## config.mk

```make
export PLATFORM = sky130hd
export DESIGN_NAME = piso_shift_reg_ctrl_flat
export DESIGN_NICKNAME = d
export VERILOG_FILES = /design/src/rtl/shift_reg_pkg.sv /design/src/rtl/piso_shift_reg_ctrl_if.sv /design/src/rtl/piso_bit_counter.sv /design/src/rtl/piso_shift_reg_ctrl.sv /design/src/flat_wrapper.sv
export SDC_FILE = /design/constraint.sdc
export NUM_CORES = 1
export LEC_CHECK = 0
export BUFFER_PORTS_ARGS = -buffer_cell sky130_fd_sc_hd__buf_2
export CAP_MARGIN = 10
export CORE_AREA = 5 5 42 44
export CTS_CLUSTER_SIZE = 20
export DETAILED_ROUTE_END_ITERATION = 16
export DIE_AREA = 0 0 47 49
export PLACE_DENSITY = 0.6
export SLEW_MARGIN = 20
export SYNTH_ARGS = -nofsm -noshare
export SYNTH_HDL_FRONTEND = slang
export SYNTH_SLANG_ARGS = --single-unit
```

## constraint.sdc

```tcl
create_clock -name clk -period 2.7 [get_ports clk]
set_clock_uncertainty 0.1 [all_clocks]
set_input_delay 0.405 -clock clk [delete_from_list [all_inputs] [get_ports clk]]
set_output_delay 0.405 -clock clk [all_outputs]
set_load 0.02 [all_outputs]
```

## src/rtl/shift_reg_pkg.sv

```systemverilog
// Shared types for the parallel-in serial-out stage: frame FSM states and counter sizing.
package shift_reg_pkg;

  typedef enum logic [1:0] {
    IDLE   = 2'd0,
    SHIFT  = 2'd1,
    PARITY = 2'd2
  } state_t;

  function automatic int cnt_w(input int width);
    return (width < 2) ? 1 : $clog2(width);
  endfunction

endpackage

```

## src/rtl/piso_shift_reg_ctrl_if.sv

```systemverilog
// Load handshake plus serial framing outputs of the PISO stage.
interface piso_shift_reg_ctrl_if #(
  parameter int WIDTH = 4
);
  logic [WIDTH-1:0] din;
  logic             load_valid;
  logic             load_ready;
  logic             sout;
  logic             sout_valid;
  logic             busy;
  logic             done;

  modport master (
    output din, load_valid,
    input  load_ready, sout, sout_valid, busy, done
  );

  modport slave (
    input  din, load_valid,
    output load_ready, sout, sout_valid, busy, done
  );
endinterface

```

## src/rtl/piso_bit_counter.sv

```systemverilog
// Bit index of the data bit currently on sout; clears on load, saturates at WIDTH-1.
module piso_bit_counter
  import shift_reg_pkg::*;
#(
  parameter int WIDTH = 4
) (
  input  logic clk,
  input  logic rst,
  input  logic clr,
  input  logic inc,
  output logic last,
  output logic penult
);
  localparam int              CNT_W    = cnt_w(WIDTH);
  localparam logic [CNT_W-1:0] LAST_IDX = CNT_W'(WIDTH - 1);
  localparam logic [CNT_W-1:0] PEN_IDX  = CNT_W'(WIDTH - 2);

  logic [CNT_W-1:0] cnt;

  always_ff @(posedge clk) begin
    if (rst) begin
      cnt <= '0;
    end else if (clr) begin
      cnt <= '0;
    end else if (inc && !last) begin
      cnt <= cnt + 1'b1;
    end
  end

  assign last   = (cnt == LAST_IDX);
  assign penult = (cnt == PEN_IDX);
endmodule

```

## src/rtl/piso_shift_reg_ctrl.sv

```systemverilog
// Serialises a WIDTH-bit word, one bit per clock, starting the cycle after the load is accepted.
// Define PISO_PARITY_EN to append an even-parity bit to every frame.
module piso_shift_reg_ctrl
  import shift_reg_pkg::*;
#(
  parameter int WIDTH     = 4,
  parameter int MSB_FIRST = 1
) (
  input  logic                 clk,
  input  logic                 rst,
  piso_shift_reg_ctrl_if.slave bus
);
`ifdef PISO_PARITY_EN
  localparam bit PAR_EN = 1'b1;
`else
  localparam bit PAR_EN = 1'b0;
`endif

  state_t           state;
  logic [WIDTH-1:0] sreg;
  logic             par;
  logic             sout_q;
  logic             sout_valid_q;
  logic             done_q;
  logic             last;
  logic             penult;
  logic             ready_c;
  logic             accept;

  function automatic logic head(input logic [WIDTH-1:0] w);
    return (MSB_FIRST != 0) ? w[WIDTH-1] : w[0];
  endfunction

  function automatic logic [WIDTH-1:0] adv(input logic [WIDTH-1:0] w);
    return (MSB_FIRST != 0) ? (w << 1) : (w >> 1);
  endfunction

  // The cycle that carries the final frame bit can take the next word, so frames abut.
  assign ready_c = (state == IDLE) ||
                   (PAR_EN ? (state == PARITY) : (state == SHIFT && last));
  assign accept  = bus.load_valid && ready_c && !rst;

  piso_bit_counter #(.WIDTH(WIDTH)) u_cnt (
    .clk    (clk),
    .rst    (rst),
    .clr    (accept),
    .inc    (state == SHIFT),
    .last   (last),
    .penult (penult)
  );

  always_ff @(posedge clk) begin
    if (rst) begin
      state        <= IDLE;
      sreg         <= '0;
      par          <= 1'b0;
      sout_q       <= 1'b0;
      sout_valid_q <= 1'b0;
      done_q       <= 1'b0;
    end else if (accept) begin
      state        <= SHIFT;
      sout_q       <= head(bus.din);
      sreg         <= adv(bus.din);
      par          <= ^bus.din;
      sout_valid_q <= 1'b1;
      done_q       <= 1'b0;
    end else begin
      case (state)
        SHIFT: begin
          if (!last) begin
            sout_q <= head(sreg);
            sreg   <= adv(sreg);
            done_q <= penult && !PAR_EN;
          end else if (PAR_EN) begin
            state  <= PARITY;
            sout_q <= par;
            done_q <= 1'b1;
          end else begin
            state        <= IDLE;
            sout_q       <= 1'b0;
            sout_valid_q <= 1'b0;
            done_q       <= 1'b0;
          end
        end
        default: begin
          state        <= IDLE;
          sout_q       <= 1'b0;
          sout_valid_q <= 1'b0;
          done_q       <= 1'b0;
        end
      endcase
    end
  end

  assign bus.load_ready = ready_c;
  assign bus.sout       = sout_q;
  assign bus.sout_valid = sout_valid_q;
  assign bus.busy       = (state != IDLE);
  assign bus.done       = done_q;
endmodule

```

## src/flat_wrapper.sv

```systemverilog
// flat-port wrapper written by rule: the top's interface ports become plain ports
module piso_shift_reg_ctrl_flat import shift_reg_pkg::*;
#(
  parameter int WIDTH     = 4,
  parameter int MSB_FIRST = 1
)
  (clk, rst, bus_din, bus_load_valid, bus_load_ready, bus_sout, bus_sout_valid, bus_busy, bus_done);
  piso_shift_reg_ctrl_if #(.WIDTH(WIDTH)) bus_i ();
  input  logic clk;
  input  logic rst;
  input wire logic [$bits(bus_i.din)-1:0] bus_din;
  input wire logic [$bits(bus_i.load_valid)-1:0] bus_load_valid;
  output wire logic [$bits(bus_i.load_ready)-1:0] bus_load_ready;
  output wire logic [$bits(bus_i.sout)-1:0] bus_sout;
  output wire logic [$bits(bus_i.sout_valid)-1:0] bus_sout_valid;
  output wire logic [$bits(bus_i.busy)-1:0] bus_busy;
  output wire logic [$bits(bus_i.done)-1:0] bus_done;
  assign bus_i.din = bus_din;
  assign bus_i.load_valid = bus_load_valid;
  assign bus_load_ready = bus_i.load_ready;
  assign bus_sout = bus_i.sout;
  assign bus_sout_valid = bus_i.sout_valid;
  assign bus_busy = bus_i.busy;
  assign bus_done = bus_i.done;
  piso_shift_reg_ctrl #(.WIDTH(WIDTH), .MSB_FIRST(MSB_FIRST)) u_core (.clk(clk), .rst(rst), .bus(bus_i));
endmodule
```

Yosys cells after proc, flatten, opt, wreduce, memory -nomap -nowiden
Index checks and enable logic that the tools add are counted.
- add/sub/neg operators: 1
- eq/ne operators: 4
- muxes and demuxes: 12
- bitwise operators: 1
- reductions and logical operators: 12
- operators with widths (operator ; number):
    $mux W4 ; 3
    $mux W1 ; 9
    $eq A2 B2 Y1 const B ; 2
    $logic_and A1 B1 Y1 ; 4
    $reduce_or A4 Y1 ; 1
    $ne A3 B1 Y1 const B ; 1
    $add A2 B1 Y2 const B ; 1
    $logic_not A1 Y1 ; 2
    $logic_not A2 Y1 ; 1
    $ne A2 B2 Y1 const B ; 1
    $reduce_and A2 Y1 ; 1
    $reduce_bool A2 Y1 ; 1
    $reduce_or A2 Y1 ; 1
    $logic_or A1 B1 Y1 ; 1
    $not A1 Y1 ; 1
- flip-flop bits (word level): 9
- input bits: 7
- output and inout bits: 5
- word-level logic and storage cells: 36

Depth between registers and ports, before layout
- depth in word-level cells: 7
- depth in mapped cells: 5

Hierarchy
Synthesis repeated with hierarchy kept, for this count alone.
- cells, all modules: 35
- area total of the unflattened synthesis: 367.9 um2
- by module, submodules not included (module ; times used ; cells each ; area each (um2) ; seq. area each (um2)):
    piso_shift_reg_ctrl ; 1 ; 25 ; 250.2 ; 120.1
    piso_bit_counter ; 1 ; 10 ; 117.6 ; 40.0

Worst setup path after synthesis
Ideal clock, no wire load.
- kind: register to output
- start: register u_core.state[0]
- end: output port bus_load_ready
- data arrival time: 0.792 ns
- required time: 2.195 ns
- setup slack: 1.403 ns
- stages on the path, launching flop included: 3
- buffers on the path: 0
- path through: dfxtp_1 -> nor2b_4 -> inv_2
- longest elaborated chain between the ends: 2
- elaborated cells between the ends (all ways): 3
- those cells by class: reduce/logical (3)
- RTL lines (element ; line ; source):
    from (decl) ; piso_shift_reg_ctrl.sv:19 ; state_t state;
    from (signal assigned) ; piso_shift_reg_ctrl.sv:54 ; state <= IDLE;
    from (signal assigned) ; piso_shift_reg_ctrl.sv:61 ; state <= SHIFT;
    from (signal assigned) ; piso_shift_reg_ctrl.sv:75 ; state <= PARITY;
    $logic_not A2 Y1 or $logic_and A1 B1 Y1 (tied branches) ; piso_shift_reg_ctrl.sv:39, piso_shift_reg_ctrl.sv:40 ;
    $logic_or A1 B1 Y1 * ; piso_shift_reg_ctrl.sv:39 ; assign ready_c = (state == IDLE) ||
    to (decl) ; flat_wrapper.sv:13 ; output wire logic [$bits(bus_i.load_ready)-1:0] bus_load_ready;
Every way passes the cells marked *; elsewhere a longest branch is shown, timed or not.

Worst setup path in the final report
- start: register u_core.u_cnt.cnt[1]
- end: output port bus_load_ready
- longest elaborated chain between the ends: 3
- RTL lines (element ; line ; source):
    from (decl) ; piso_bit_counter.sv:18 ; logic [CNT_W-1:0] cnt;
    from (signal assigned) ; piso_bit_counter.sv:26 ; cnt <= cnt + 1'b1;
    $eq A2 B2 Y1 ; piso_bit_counter.sv:30 ; assign last = (cnt == LAST_IDX);
    $logic_and A1 B1 Y1 ; piso_shift_reg_ctrl.sv:40 ; (PAR_EN ? (state == PARITY) : (state == SHIFT && last));
    $logic_or A1 B1 Y1 ; piso_shift_reg_ctrl.sv:39 ;
Every way passes these cells.

==> impl_table.tex <==
\begin{tabular}{lr}
\hline
Metric & Value \\
\hline
\multicolumn{2}{l}{\textbf{Timing}} \\
\quad Min Clock Period, post-route & between 1500 and 2000 ps \\
\quad Hold Violations, Final & 0 \\
\quad Worst Max-Slew Pin Slew & 181 ps \\
\quad Unrepaired setup endpoints after global routing & false \\
\quad Max Slew Vio Count & 0 \\
\quad Final clock period utilization by the worst path & 0.648 \\
\quad Slew headroom & 0.879 \\
\quad Upper clock frequency limit & roughly 570 MHz \\
\quad Total negative setup slack & 0 ps \\
\quad Final setup violation count & 0 \\
\multicolumn{2}{l}{\textbf{Clock tree}} \\
\quad Count of H-tree levels built during CTS & 1 \\
\quad Post-CTS Resized & 0 \\
\quad Count of clock tree sinks & 8 \\
\quad Number of setup buffers added after CTS & 0 \\
\quad Clk slew on worst S/H paths & 50 ps \\
\quad Skew-Pair Late Insertion Delay & 250 ps \\
\quad CTS tree & built \\
\quad Max Buffers Root-to-Sink & 2 \\
\quad Num CTS Buffers & 3 \\
\quad Library cell used as clock root buffer & sky130\_fd\_sc\_hd\_\_clkbuf\_4 \\
\quad Hold Buf Count CTS & 0 \\
\multicolumn{2}{l}{\textbf{Detailed routing}} \\
\quad Post-DR wirelength/cell & 10.1 um \\
\quad DR vias & around 270 \\
\quad Routed wire length & 638 um \\
\quad Remaining DRCs & 0 \\
\quad Antenna-violating nets left & 0 \\
\quad Routed vias/inst & about 4.3 \\
\quad First drt pass iteration count & 2 \\
\quad Violation count after the first detailed-routing iteration & 2 \\
\multicolumn{2}{l}{\textbf{Yosys}} \\
\quad Number of warning messages in the yosys log & 0 \\
\quad Share of the synthesized area in the top cell type & 0.452 \\
\quad Cell area after technology mapping & 354 um\^{}2 \\
\quad Sequential-to-total area share from yosys stat & 0.452 \\
\quad Post-synthesis average cell area & 9.84 um\^{}2 \\
\quad Cell taking the most area after synthesis & sky130\_fd\_sc\_hd\_\_dfxtp\_1 \\
\quad Synthesized instance count & 36 \\
\quad Register bit total from synthesis & 8 \\
\quad Cell types with the largest area share after synthesis & sky130\_fd\_sc\_hd\_\_dfxtp\_1 (45\%), sky130\_fd\_sc\_hd\_\_mux2i\_1 (8.5\%), sky130\_fd\_sc\_hd\_\_ha\_1 (7.1\%) \\
\quad Post-synthesis net count & 45 \\
\quad Number of unique standard cell types used by synthesis & 20 \\
\multicolumn{2}{l}{\textbf{GRT}} \\
\quad Initial antenna violation count & 0 \\
\quad Wire length of the first global-routing pass & 1170 um \\
\quad Pin count of the biggest net entering global routing & 9 \\
\quad Leftover overflow at the end of global routing & 0 \\
\quad GRT Util Overall & 0.0769 \\
\quad Via count of the first global-routing pass & 275 \\
\multicolumn{2}{l}{\textbf{Worst setup path}} \\
\quad Endpoint of the most critical register-to-register path & u\_core.u\_cnt.cnt[0] \\
\quad CP Class & reg2out \\
\quad Startpoint of the worst register-to-register path & u\_core.u\_cnt.cnt[1] \\
\quad Depth of the worst register-to-register path & 4 \\
\quad FF-to-FF setup slack & 1460 ps \\
\quad Max FO, Critical Path & 8 \\
\quad Arrival time at the worst endpoint & between 1000 and 1500 ps \\
\quad Kind of launch point of the worst setup path & flop \\
\quad Data required, critical path & approximately 2200 ps \\
\quad Crit path from & u\_core.u\_cnt.cnt[1] \\
\quad Setup crit end kind & output pin \\
\multicolumn{2}{l}{\textbf{Floorplan}} \\
\quad Die Span Y & between 40 and 50 um \\
\quad Number of top-level pins & 12 \\
\quad Core Box Area & roughly 1400 um\^{}2 \\
\quad Overall die area & 2300 um\^{}2 \\
\quad Die Wd & about 47 um \\
\quad FP Rows & 14 \\
\quad Starting density of the core & 0.253 \\
\multicolumn{2}{l}{\textbf{Place}} \\
\quad Number of buffer cells added on primary ports & 11 \\
\quad DP Wirelength & 489 um \\
\quad Routability-driven placement congestion ratio & 0.704 \\
\quad Placed cells & 60 \\
\multicolumn{2}{l}{\textbf{Power}} \\
\quad Maximum VDD drop & 245 uV \\
\quad Lkg Pwr & 0.198 nW \\
\quad Areal power density over the cells & 593 nW/um\^{}2 \\
\quad Overall power & $\sim$250 uW \\
\multicolumn{2}{l}{\textbf{Cells and area}} \\
\quad Most common cell after layout, fill and taps aside & sky130\_fd\_sc\_hd\_\_buf\_2 \\
\quad Commonest cells after routing, fill and taps aside & sky130\_fd\_sc\_hd\_\_buf\_2 (11), sky130\_fd\_sc\_hd\_\_dfxtp\_1 (8), sky130\_fd\_sc\_hd\_\_nor2\_1 (4), sky130\_fd\_sc\_hd\_\_mux2i\_1 (3), sky130\_fd\_sc\_hd\_\_clkbuf\_4 (3) \\
\quad Nets@finish & between 50 and 60 \\
\quad Non-filler cells, final & 63 \\
\quad Layout cell share with drive strength beyond 1 & 0.362 \\
\quad Synth-to-layout area growth & 20.8\% \\
\quad Final antenna diode count & 0 \\
\quad Final core utilization & 0.305 \\
\multicolumn{2}{l}{\textbf{Min path}} \\
\quad Capture endpoint of the worst hold path & u\_core.u\_cnt.cnt[0] \\
\quad Path category of the worst min-delay check & in2reg \\
\quad Hold Path Origin & rst \\
\quad Number of cells on the worst hold path & 2 \\
\multicolumn{2}{l}{\textbf{Flow run}} \\
\quad Total of max-cap violations & 0 \\
\multicolumn{2}{l}{\textbf{Run status}} \\
\quad Status & finished, final reports clean \\
\hline
\end{tabular}
-- synthesized netlist by cell type, drive strengths merged --
| library cell | instances |
|---|---|
| nand2 | 2 |
| mux2i | 3 |
| a21oi | 3 |
| nor3 | 1 |
| a211oi | 2 |
| ha | 2 |
| or3 | 1 |
| buf | 2 |
| nor2 | 4 |
| nor3b | 1 |
| nand3 | 1 |
| clkbuf | 1 |
| nand2b | 1 |
| dfxtp | 8 |
| nand3b | 1 |
| nor2b | 1 |
| inv | 2 |
-- power breakdown --
part           internal [mW]  total, mW  switching (mW)  leakage [nW]
sequential             0.125      0.128         0.00324        0.0658
combinational         0.0154     0.0359          0.0206         0.119
clock                 0.0507     0.0894          0.0387        0.0138
-- worst max path at each step --
stage	end	slack, ps
floorplan	bus_load_ready	1400
global placement	bus_load_ready	1240
detailed placement	bus_load_ready	1210
CTS	bus_load_ready	930
global route	bus_load_ready	870
finish	bus_load_ready	950
-- kinds of logic (layout without fill, tap and decap cells) --
logic type	count (synthesis)	count (layout)	synth area share
AOI/OAI and AO/OA	5	5	0.0954
adders and majority gates	2	2	0.0707
buffers and inverters	5	16	0.0883
DFF	8	8	0.452
muxes	3	3	0.0848
and+or+nand+nor	13	13	0.208
-- flip-flops by register name, summed over array words and instances (netlist names) --
name              count
u_core.bus.done       1
u_core.bus.sout       1
u_core.sreg           3
u_core.state          1
u_core.u_cnt.cnt      2
-- routing by layer --
metal / up-vias / track usage / wire (um)
met1: 116 / 0.0863 / 276
met5: - / 0 / 0
li1: 143 / - / -
met3: 4 / 0.0406 / 72
met4: 0 / 0.0968 / 43
met2: 11 / 0.0860 / 246
-- critical path, cell delays in order (launching register included) --
cell and delay, ps:
sky130_fd_sc_hd__dfxtp_1 320, sky130_fd_sc_hd__ha_1 210, sky130_fd_sc_hd__nor2b_4 190, sky130_fd_sc_hd__inv_2 100, sky130_fd_sc_hd__buf_2 170
-- cell type report --
| class | instances | area, um^2 |
|---|---|---|
| clock buffers | 3 | 22.5 |
| fillers | 161 | 973 |
| inverters | 2 | 7.51 |
| multi-input cells | 23 | 163 |
| flip-flops and latches | 8 | 160 |
| well taps | 16 | 20.0 |
| repair buffers | 11 | 55.1 |
-- per-stage QoR --
| stage | worst slack (ps) | hold WS [ps] | cell area, um^2 |
|---|---|---|---|
| 2_1_floorplan | 1400 | 331 | 354 |
| 3_3_place_gp | 1240 | 357 | 405 |
| 3_5_place_dp | 1210 | 348 | 405 |
| 4_1_cts | 930 | 305 | 428 |
| 5_1_grt | 866 | 318 | 428 |
| 6_report | 949 | 312 | 428 |
Note: power is estimated with default switching activity, not from simulation.
